--- src/rtl/fetch_pkg.sv ---
// Shared widths, reset PC default and the prefetch queue entry layout
// for the instruction fetch front-end.
package fetch_pkg;

  localparam int ADDR_W  = 16;
  localparam int INSTR_W = 16;
  localparam logic [ADDR_W-1:0] RESET_PC_DEF = 16'h0000;

  typedef struct packed {
    logic [INSTR_W-1:0] instr;
    logic [ADDR_W-1:0]  pc;
  } fetch_entry_t;

endpackage

--- src/rtl/fetch_stage_if.sv ---
// Bundle of the IM read port, the decode handshake and the control/status
// signals of fetch_stage; master = the fetch stage, slave = its environment.
interface fetch_stage_if;
  import fetch_pkg::*;

  logic [ADDR_W-1:0]  im_addr;
  logic               im_rd_en;
  logic [INSTR_W-1:0] im_instr;
  // Decode handshake: id_valid/id_instr/id_pc are stable while id_valid is
  // high and not yet taken; the head transfers on any edge with
  // id_valid && id_ready, and id_valid never depends on id_ready.
  logic               id_valid;
  logic               id_ready;
  logic [INSTR_W-1:0] id_instr;
  logic [ADDR_W-1:0]  id_pc;
  logic [ADDR_W-1:0]  id_pc_plus1;
  logic               redirect;
  logic [ADDR_W-1:0]  redirect_pc;
  logic               halt;
  logic               halted;
  logic [15:0]        perf_bubble_cnt;

  modport master (
    output im_addr, im_rd_en, id_valid, id_instr, id_pc, id_pc_plus1,
           halted, perf_bubble_cnt,
    input  im_instr, id_ready, redirect, redirect_pc, halt
  );

  modport slave (
    input  im_addr, im_rd_en, id_valid, id_instr, id_pc, id_pc_plus1,
           halted, perf_bubble_cnt,
    output im_instr, id_ready, redirect, redirect_pc, halt
  );

endinterface

--- src/rtl/fetch_queue.sv ---
// Synchronous prefetch FIFO of {instr, pc} entries with push, pop and flush;
// the head entry is presented combinationally from storage.
module fetch_queue
  import fetch_pkg::*;
#(
  parameter int DEPTH = 2,
  localparam int PW = $clog2(DEPTH)
) (
  input  logic         clk,
  input  logic         rst_n,
  input  logic         i_push,
  input  logic         i_pop,
  input  logic         i_flush,
  input  fetch_entry_t i_entry,
  output logic [PW:0]  o_count,
  output fetch_entry_t o_head
);

  localparam logic [PW:0] FULL = (PW+1)'(DEPTH);

  fetch_entry_t  r_mem [DEPTH];
  logic [PW-1:0] r_wr_ptr;
  logic [PW-1:0] r_rd_ptr;
  logic [PW:0]   r_count;
  logic          w_do_pop;
  logic          w_do_push;

  // A pop frees its slot in the same edge, so a push into a full queue is legal then.
  assign w_do_pop  = i_pop && (r_count != '0);
  assign w_do_push = i_push && ((r_count != FULL) || w_do_pop);

  always_ff @(posedge clk or negedge rst_n) begin
    if (!rst_n) begin
      r_wr_ptr <= '0;
      r_rd_ptr <= '0;
      r_count  <= '0;
      for (int i = 0; i < DEPTH; i++) r_mem[i] <= '0;
    end else if (i_flush) begin
      r_wr_ptr <= '0;
      r_rd_ptr <= '0;
      r_count  <= '0;
    end else begin
      if (w_do_push) begin
        r_mem[r_wr_ptr] <= i_entry;
        r_wr_ptr        <= r_wr_ptr + PW'(1);
      end
      if (w_do_pop) r_rd_ptr <= r_rd_ptr + PW'(1);
      case ({w_do_push, w_do_pop})
        2'b10:   r_count <= r_count + (PW+1)'(1);
        2'b01:   r_count <= r_count - (PW+1)'(1);
        default: r_count <= r_count;
      endcase
    end
  end

  assign o_count = r_count;
  assign o_head  = r_mem[r_rd_ptr];

endmodule

--- src/rtl/fetch_stage.sv ---
// Instruction fetch front-end: fetch PC, IM issue, in-flight tracking, halt
// and redirect handling. Define FETCH_PERF_EN to build the bubble counter.
module fetch_stage
  import fetch_pkg::*;
#(
  parameter int                DEPTH    = 2,
  parameter logic [ADDR_W-1:0] RESET_PC = RESET_PC_DEF
) (
  input  logic          clk,
  input  logic          rst_n,
  fetch_stage_if.master bus
);

  localparam int PW = $clog2(DEPTH);

  logic [ADDR_W-1:0] r_fetch_pc;
  logic [ADDR_W-1:0] r_inflight_pc;
  logic              r_inflight;
  logic              r_halt;
  logic [PW:0]       w_count;
  logic [PW+1:0]     w_occ;
  logic              w_issue;
  logic              w_push;
  logic              w_pop;
  logic              w_valid;
  fetch_entry_t      w_entry;
  fetch_entry_t      w_head;

  // Occupancy counts the outstanding read so its return always has a slot.
  assign w_occ   = {1'b0, w_count} + {{(PW+1){1'b0}}, r_inflight};
  assign w_issue = rst_n && !bus.redirect && !r_halt && !bus.halt &&
                   (w_occ < (PW+2)'(DEPTH));
  assign w_push  = r_inflight && !bus.redirect;
  assign w_valid = (w_count != '0);
  assign w_pop   = w_valid && bus.id_ready;
  assign w_entry = '{instr: bus.im_instr, pc: r_inflight_pc};

  fetch_queue #(.DEPTH(DEPTH)) u_queue (
    .clk     (clk),
    .rst_n   (rst_n),
    .i_push  (w_push),
    .i_pop   (w_pop),
    .i_flush (bus.redirect),
    .i_entry (w_entry),
    .o_count (w_count),
    .o_head  (w_head)
  );

  always_ff @(posedge clk or negedge rst_n) begin
    if (!rst_n) begin
      r_fetch_pc    <= RESET_PC;
      r_inflight_pc <= '0;
      r_inflight    <= 1'b0;
      r_halt        <= 1'b0;
    end else begin
      if (bus.redirect) begin
        r_fetch_pc <= bus.redirect_pc;
        r_inflight <= 1'b0;
      end else if (w_issue) begin
        r_fetch_pc    <= r_fetch_pc + ADDR_W'(1);
        r_inflight    <= 1'b1;
        r_inflight_pc <= r_fetch_pc;
      end else begin
        r_inflight <= 1'b0;
      end
      if (bus.halt) r_halt <= 1'b1;
    end
  end

  assign bus.im_addr     = r_fetch_pc;
  assign bus.im_rd_en    = w_issue;
  assign bus.id_valid    = w_valid;
  assign bus.id_instr    = w_head.instr;
  assign bus.id_pc       = w_head.pc;
  assign bus.id_pc_plus1 = w_head.pc + ADDR_W'(1);
  assign bus.halted      = r_halt && !r_inflight && (w_count == '0);

`ifdef FETCH_PERF_EN
  logic [15:0] r_bubble_cnt;

  always_ff @(posedge clk or negedge rst_n) begin
    if (!rst_n) begin
      r_bubble_cnt <= '0;
    end else if (!w_valid && !r_halt && (r_bubble_cnt != 16'hFFFF)) begin
      r_bubble_cnt <= r_bubble_cnt + 16'd1;
    end
  end

  assign bus.perf_bubble_cnt = r_bubble_cnt;
`else
  assign bus.perf_bubble_cnt = 16'h0000;
`endif

endmodule
--- src/flat_wrapper.sv ---
// flat-port wrapper written by rule: the top's interface ports become plain ports
module fetch_stage_flat import fetch_pkg::*;
#(
  parameter int                DEPTH    = 2,
  parameter logic [ADDR_W-1:0] RESET_PC = RESET_PC_DEF
)
  (clk, rst_n, bus_im_addr, bus_im_rd_en, bus_id_valid, bus_id_instr, bus_id_pc, bus_id_pc_plus1, bus_halted, bus_perf_bubble_cnt, bus_im_instr, bus_id_ready, bus_redirect, bus_redirect_pc, bus_halt);
  fetch_stage_if bus_i ();
  input  logic clk;
  input  logic rst_n;
  output wire logic [$bits(bus_i.im_addr)-1:0] bus_im_addr;
  output wire logic [$bits(bus_i.im_rd_en)-1:0] bus_im_rd_en;
  output wire logic [$bits(bus_i.id_valid)-1:0] bus_id_valid;
  output wire logic [$bits(bus_i.id_instr)-1:0] bus_id_instr;
  output wire logic [$bits(bus_i.id_pc)-1:0] bus_id_pc;
  output wire logic [$bits(bus_i.id_pc_plus1)-1:0] bus_id_pc_plus1;
  output wire logic [$bits(bus_i.halted)-1:0] bus_halted;
  output wire logic [$bits(bus_i.perf_bubble_cnt)-1:0] bus_perf_bubble_cnt;
  input wire logic [$bits(bus_i.im_instr)-1:0] bus_im_instr;
  input wire logic [$bits(bus_i.id_ready)-1:0] bus_id_ready;
  input wire logic [$bits(bus_i.redirect)-1:0] bus_redirect;
  input wire logic [$bits(bus_i.redirect_pc)-1:0] bus_redirect_pc;
  input wire logic [$bits(bus_i.halt)-1:0] bus_halt;
  assign bus_im_addr = bus_i.im_addr;
  assign bus_im_rd_en = bus_i.im_rd_en;
  assign bus_id_valid = bus_i.id_valid;
  assign bus_id_instr = bus_i.id_instr;
  assign bus_id_pc = bus_i.id_pc;
  assign bus_id_pc_plus1 = bus_i.id_pc_plus1;
  assign bus_halted = bus_i.halted;
  assign bus_perf_bubble_cnt = bus_i.perf_bubble_cnt;
  assign bus_i.im_instr = bus_im_instr;
  assign bus_i.id_ready = bus_id_ready;
  assign bus_i.redirect = bus_redirect;
  assign bus_i.redirect_pc = bus_redirect_pc;
  assign bus_i.halt = bus_halt;
  fetch_stage #(.DEPTH(DEPTH), .RESET_PC(RESET_PC)) u_core (.clk(clk), .rst_n(rst_n), .bus(bus_i));
endmodule
--- config.mk ---
export PLATFORM = sky130hd
export DESIGN_NAME = fetch_stage_flat
export DESIGN_NICKNAME = d
export VERILOG_FILES = /design/src/rtl/fetch_pkg.sv /design/src/rtl/fetch_stage_if.sv /design/src/rtl/fetch_queue.sv /design/src/rtl/fetch_stage.sv /design/src/flat_wrapper.sv
export SDC_FILE = /design/constraint.sdc
export NUM_CORES = 1
export LEC_CHECK = 0
export CORE_MARGIN = 2
export CORE_UTILIZATION = 49
export CTS_CLUSTER_DIAMETER = 40
export CTS_CLUSTER_SIZE = 12
export DETAILED_ROUTE_END_ITERATION = 8
export GPL_TIMING_DRIVEN = 0
export PLACE_DENSITY_LB_ADDON = 0.3
export SYNTH_ARGS = -nofsm -noshare
export SYNTH_HDL_FRONTEND = slang
export SYNTH_SLANG_ARGS = --single-unit
--- constraint.sdc ---
create_clock -name clk -period 5.2 [get_ports clk]
set_input_delay 1.3 -clock clk [delete_from_list [all_inputs] [get_ports clk]]
set_output_delay 1.3 -clock clk [all_outputs]
set_load 0.05 [all_outputs]
==> flow_metrics.py <==
metrics = {
    "grt": {
        "track_usage": 0.196,
        "first_global_vias": 3599,
        "grt_pass1_wl_um": 17600,
        "overflow": 0,
        "grt_antenna_before_repair": 0,
        "grt_max_degree": 59,
    },
    "synthesis": {
        "synth_seq_area_share": 0.499,
        "synth_warnings": 0,
        "yosysTopAreaCell": "dfrtp_1",
        "synth_cell_types": 45,
        "synth.area.top_cells": "dfrtp_1 50%, mux2_2 23%, buf_4 2.8%, xnor2_1 1.7%, nand2_1 1.6%",
        "synthCells": 420,
        "synth_top_area_share": 0.499,
        "synth_edf_count": 0,
        "synthFlopType": "dfrtp_1",
        "synth_area_um2": 5120,
        "netlist_top_cells_count": "106 x mux2_2, 102 x dfrtp_1, 22 x nand2_1",
        "synth_most_common_cell": "mux2_2",
        "ys_seq_elements": 102,
        "synth_area_per_cell_um2": 12.2,
        "synthArstFlopShare": 1.00,
    },
    "cells_and_area": {
        "nets": 589,
        "seqCellArea_um2": 2550,
        "nFillCells": 789,
        "layout-drive-gt1-share": 0.291,
        "multi_input_area_um2": 2370,
        "fin_area_um2": 6610,
        "final_core_utilization": 0.646,
        "antenna_cells_inserted": 0,
        "area_growth_pct": 29.2,
    },
    "critical_path": {
        "crit_top_cell": "buf_2",
        "cp_top_family": "buffers and inverters",
        "max_stage_delay_ns": 0.82,
        "cp_cell_sequence": "buf_2 -> buf_2 -> buf_2 -> nand2_1 -> and2_1 -> inv_1 -> ha_1 -> inv_1 -> a211oi_2 -> xnor2_1 -> clkdlybuf4s50_1",
        "cp_slowest_cell": "clkdlybuf4s50_1",
        "crit_path_end_kind": "output port",
        "crit_fanout": 10,
        "crit_buf_inv": 6,
        "cp-start-kind": "register",
        "crit_arrival_ns": 3.56,
        "worstSetupPathType": "register to output port",
        "cp.required_ns": 3.90,
    },
    "power_and_ir_drop": {
        "power_frac_clock": 0.332,
        "cellPowerDensity_nw_per_um2": 235,
        "power.leakage_nw": 3.13,
        "peakVddDrop_mv": 0.146,
        "power.total_mw": 1.55,
        "switchingPower_mw": 0.401,
        "combPwrFrac": 0.130,
        "seqPwrFrac": 0.538,
        "p_int_mw": 1.15,
        "netSwitchingFraction": 0.258,
    },
    "clock_tree": {
        "cts_hold_buf": 0,
        "path_clk_slew_ns": 0.09,
        "ctsLongestPathBuffers": 2,
        "root_buffer": "clkbuf_8",
        "cts_htree_levels": 3,
        "cts_made_buffers": 9,
        "clock_latency_ns": 0.36,
        "clock-sinks": 102,
        "tritoncts": "done",
    },
    "floorplan": {
        "die-area_um2": 11300,
        "rows": 37,
        "start_util": 0.500,
        "coreArea_um2": 10200,
        "ioPinCount": 120,
        "die_w_um": 106,
        "dieHeight_um": 106,
    },
    "sta": {
        "whs_ns": 0.506,
        "drv_slew": 0,
        "worst_pin_slew_ns": 0.605,
        "max_freq_ghz": 0.206,
        "finalCritPeriodShare": 0.934,
        "hold_viol": 0,
        "period_needed_ns": 4.86,
        "rsz0062_at_grt": "no",
        "clock_skew_ns": 0.0136,
        "finalWorstSetupSlack_ns": 0.343,
        "relSlewSlack": 0.597,
        "setup_viol": 0,
    },
    "drt": {
        "drt-vias-per-instance": 5.30,
        "route.detailed.drc": 0,
        "drtPass1Iterations": 4,
        "wl_per_cell_um": 15.7,
        "dr_total_vias": 3649,
        "routed_wl_um": 10800,
        "ant_nets": 0,
        "drt_iter0_markers": 104,
    },
    "placement": {
        "place_ws_ns": 0.0690,
        "dpl_cell_area_um2": 6390,
        "gp_congestion": 0.845,
        "place_hpwl_um": 7970,
        "io_buffers": 102,
    },
    "hold_path": {
        "min_path_type": "register to register",
    },
    "flow_run": {
        "maxCapViolCount": 0,
    },
    "outcome": {
        "outcome": "complete, no violations",
    },
}
-- path summary, 6_finish.rpt --
check | start | slack [ns] | end | depth (start not counted)
worst max-delay path | u_core.u_queue.r_rd_ptr$_DFFE_PN0P_ | 0.34 | bus_id_pc_plus1[6] | 11
max in group asynchronous | rst_n | 3.58 | u_core.u_queue.r_mem[6]$_DFFE_PN0P_ | 2
worst min register to register | u_core.u_queue.r_mem[54]$_DFFE_PN0P_ | 0.51 | u_core.u_queue.r_mem[54]$_DFFE_PN0P_ | 1
min in group asynchronous | rst_n | 0.93 | u_core.bus.im_addr[8]$_DFFE_PN0P_ | 1
worst max register to register | u_core.u_queue.o_count[0]$_DFFE_PN0P_ | 3.27 | u_core.u_queue.r_mem[18]$_DFFE_PN0P_ | 5
worst min-delay path | u_core.u_queue.r_mem[54]$_DFFE_PN0P_ | 0.51 | u_core.u_queue.r_mem[54]$_DFFE_PN0P_ | 1
-- metal layers --
layer  global-route usage  vias up  routed length [µm]
li1                     -     1732                   -
met5                    0        -                   0
met2                0.317      106                5130
met1                0.273     1801                5090
met3               0.0270       10                 462
met4               0.0648        0                 144
-- stage by stage --
step | cells | setup TNS [ns]
floorplan | 435 | 0
global placement | 673 | -134.64
detailed placement | 674 | 0
CTS | 688 | 0
global route | 689 | 0
finish | 689 | 0
-- layout make-up --
cell class              count  area share
repair buffers            104       0.161
inverters                  10     0.00568
plain buffers              34      0.0331
multi-input cells         289       0.358
flip-flops and latches    102       0.386
well taps                 136      0.0257
clock inverters             4      0.0112
clock buffers              10      0.0193
-- what timing repair did --
item	4_1_cts	5_1_grt
setup buffers	0	1
gates resized for setup	1	4
endpoints found under the setup margin	4	5
cloned	0	0
-- placed cells by master, fill, tap and decap left out, types with 10 or more instances in the layout --
| cell type | count |
|---|---|
| mux2_2 | 106 |
| dfrtp_1 | 102 |
| clkdlybuf4s50_1 | 97 |
| nand2_1 | 22 |
| buf_4 | 21 |
| o21ai_0 | 16 |
| conb_1 | 16 |
| nor2_1 | 15 |
| nand3_1 | 13 |
| buf_2 | 10 |
| xnor2_1 | 10 |
-- power by group through the flow --
stage,Combinational (mW),Clock (mW),Sequential [mW]
finish,0.202,0.516,0.836
global route,0.215,0.565,0.840
CTS,0.203,0.531,0.835
detailed placement,0.203,0,0.851
global placement,0.198,0,0.850
floorplan,0.0792,0,0.883
-- registers in the layout, summed over array words and instances, names as in the netlist --
signal,flops
u_core.u_queue.o_count,2
u_core.r_halt,1
u_core.r_inflight,1
u_core.u_queue.r_rd_ptr,1
u_core.u_queue.r_mem,64
u_core.bus.im_addr,16
u_core.r_inflight_pc,16
u_core.u_queue.r_wr_ptr,1
-- cell families after synthesis --
kind of cell | Yosys count | share of synthesized area
XOR/XNOR | 19 | 0.0325
flip-flops | 102 | 0.499
AO/OA/AOI/OAI | 40 | 0.0487
buffers and inverters | 44 | 0.0501
AND/OR/NAND/NOR | 100 | 0.119
multiplexers | 112 | 0.245
other | 1 | 0.000733
adder cells (fa/ha/maj) | 2 | 0.00489
Note: power is estimated with default switching activity, not from simulation.
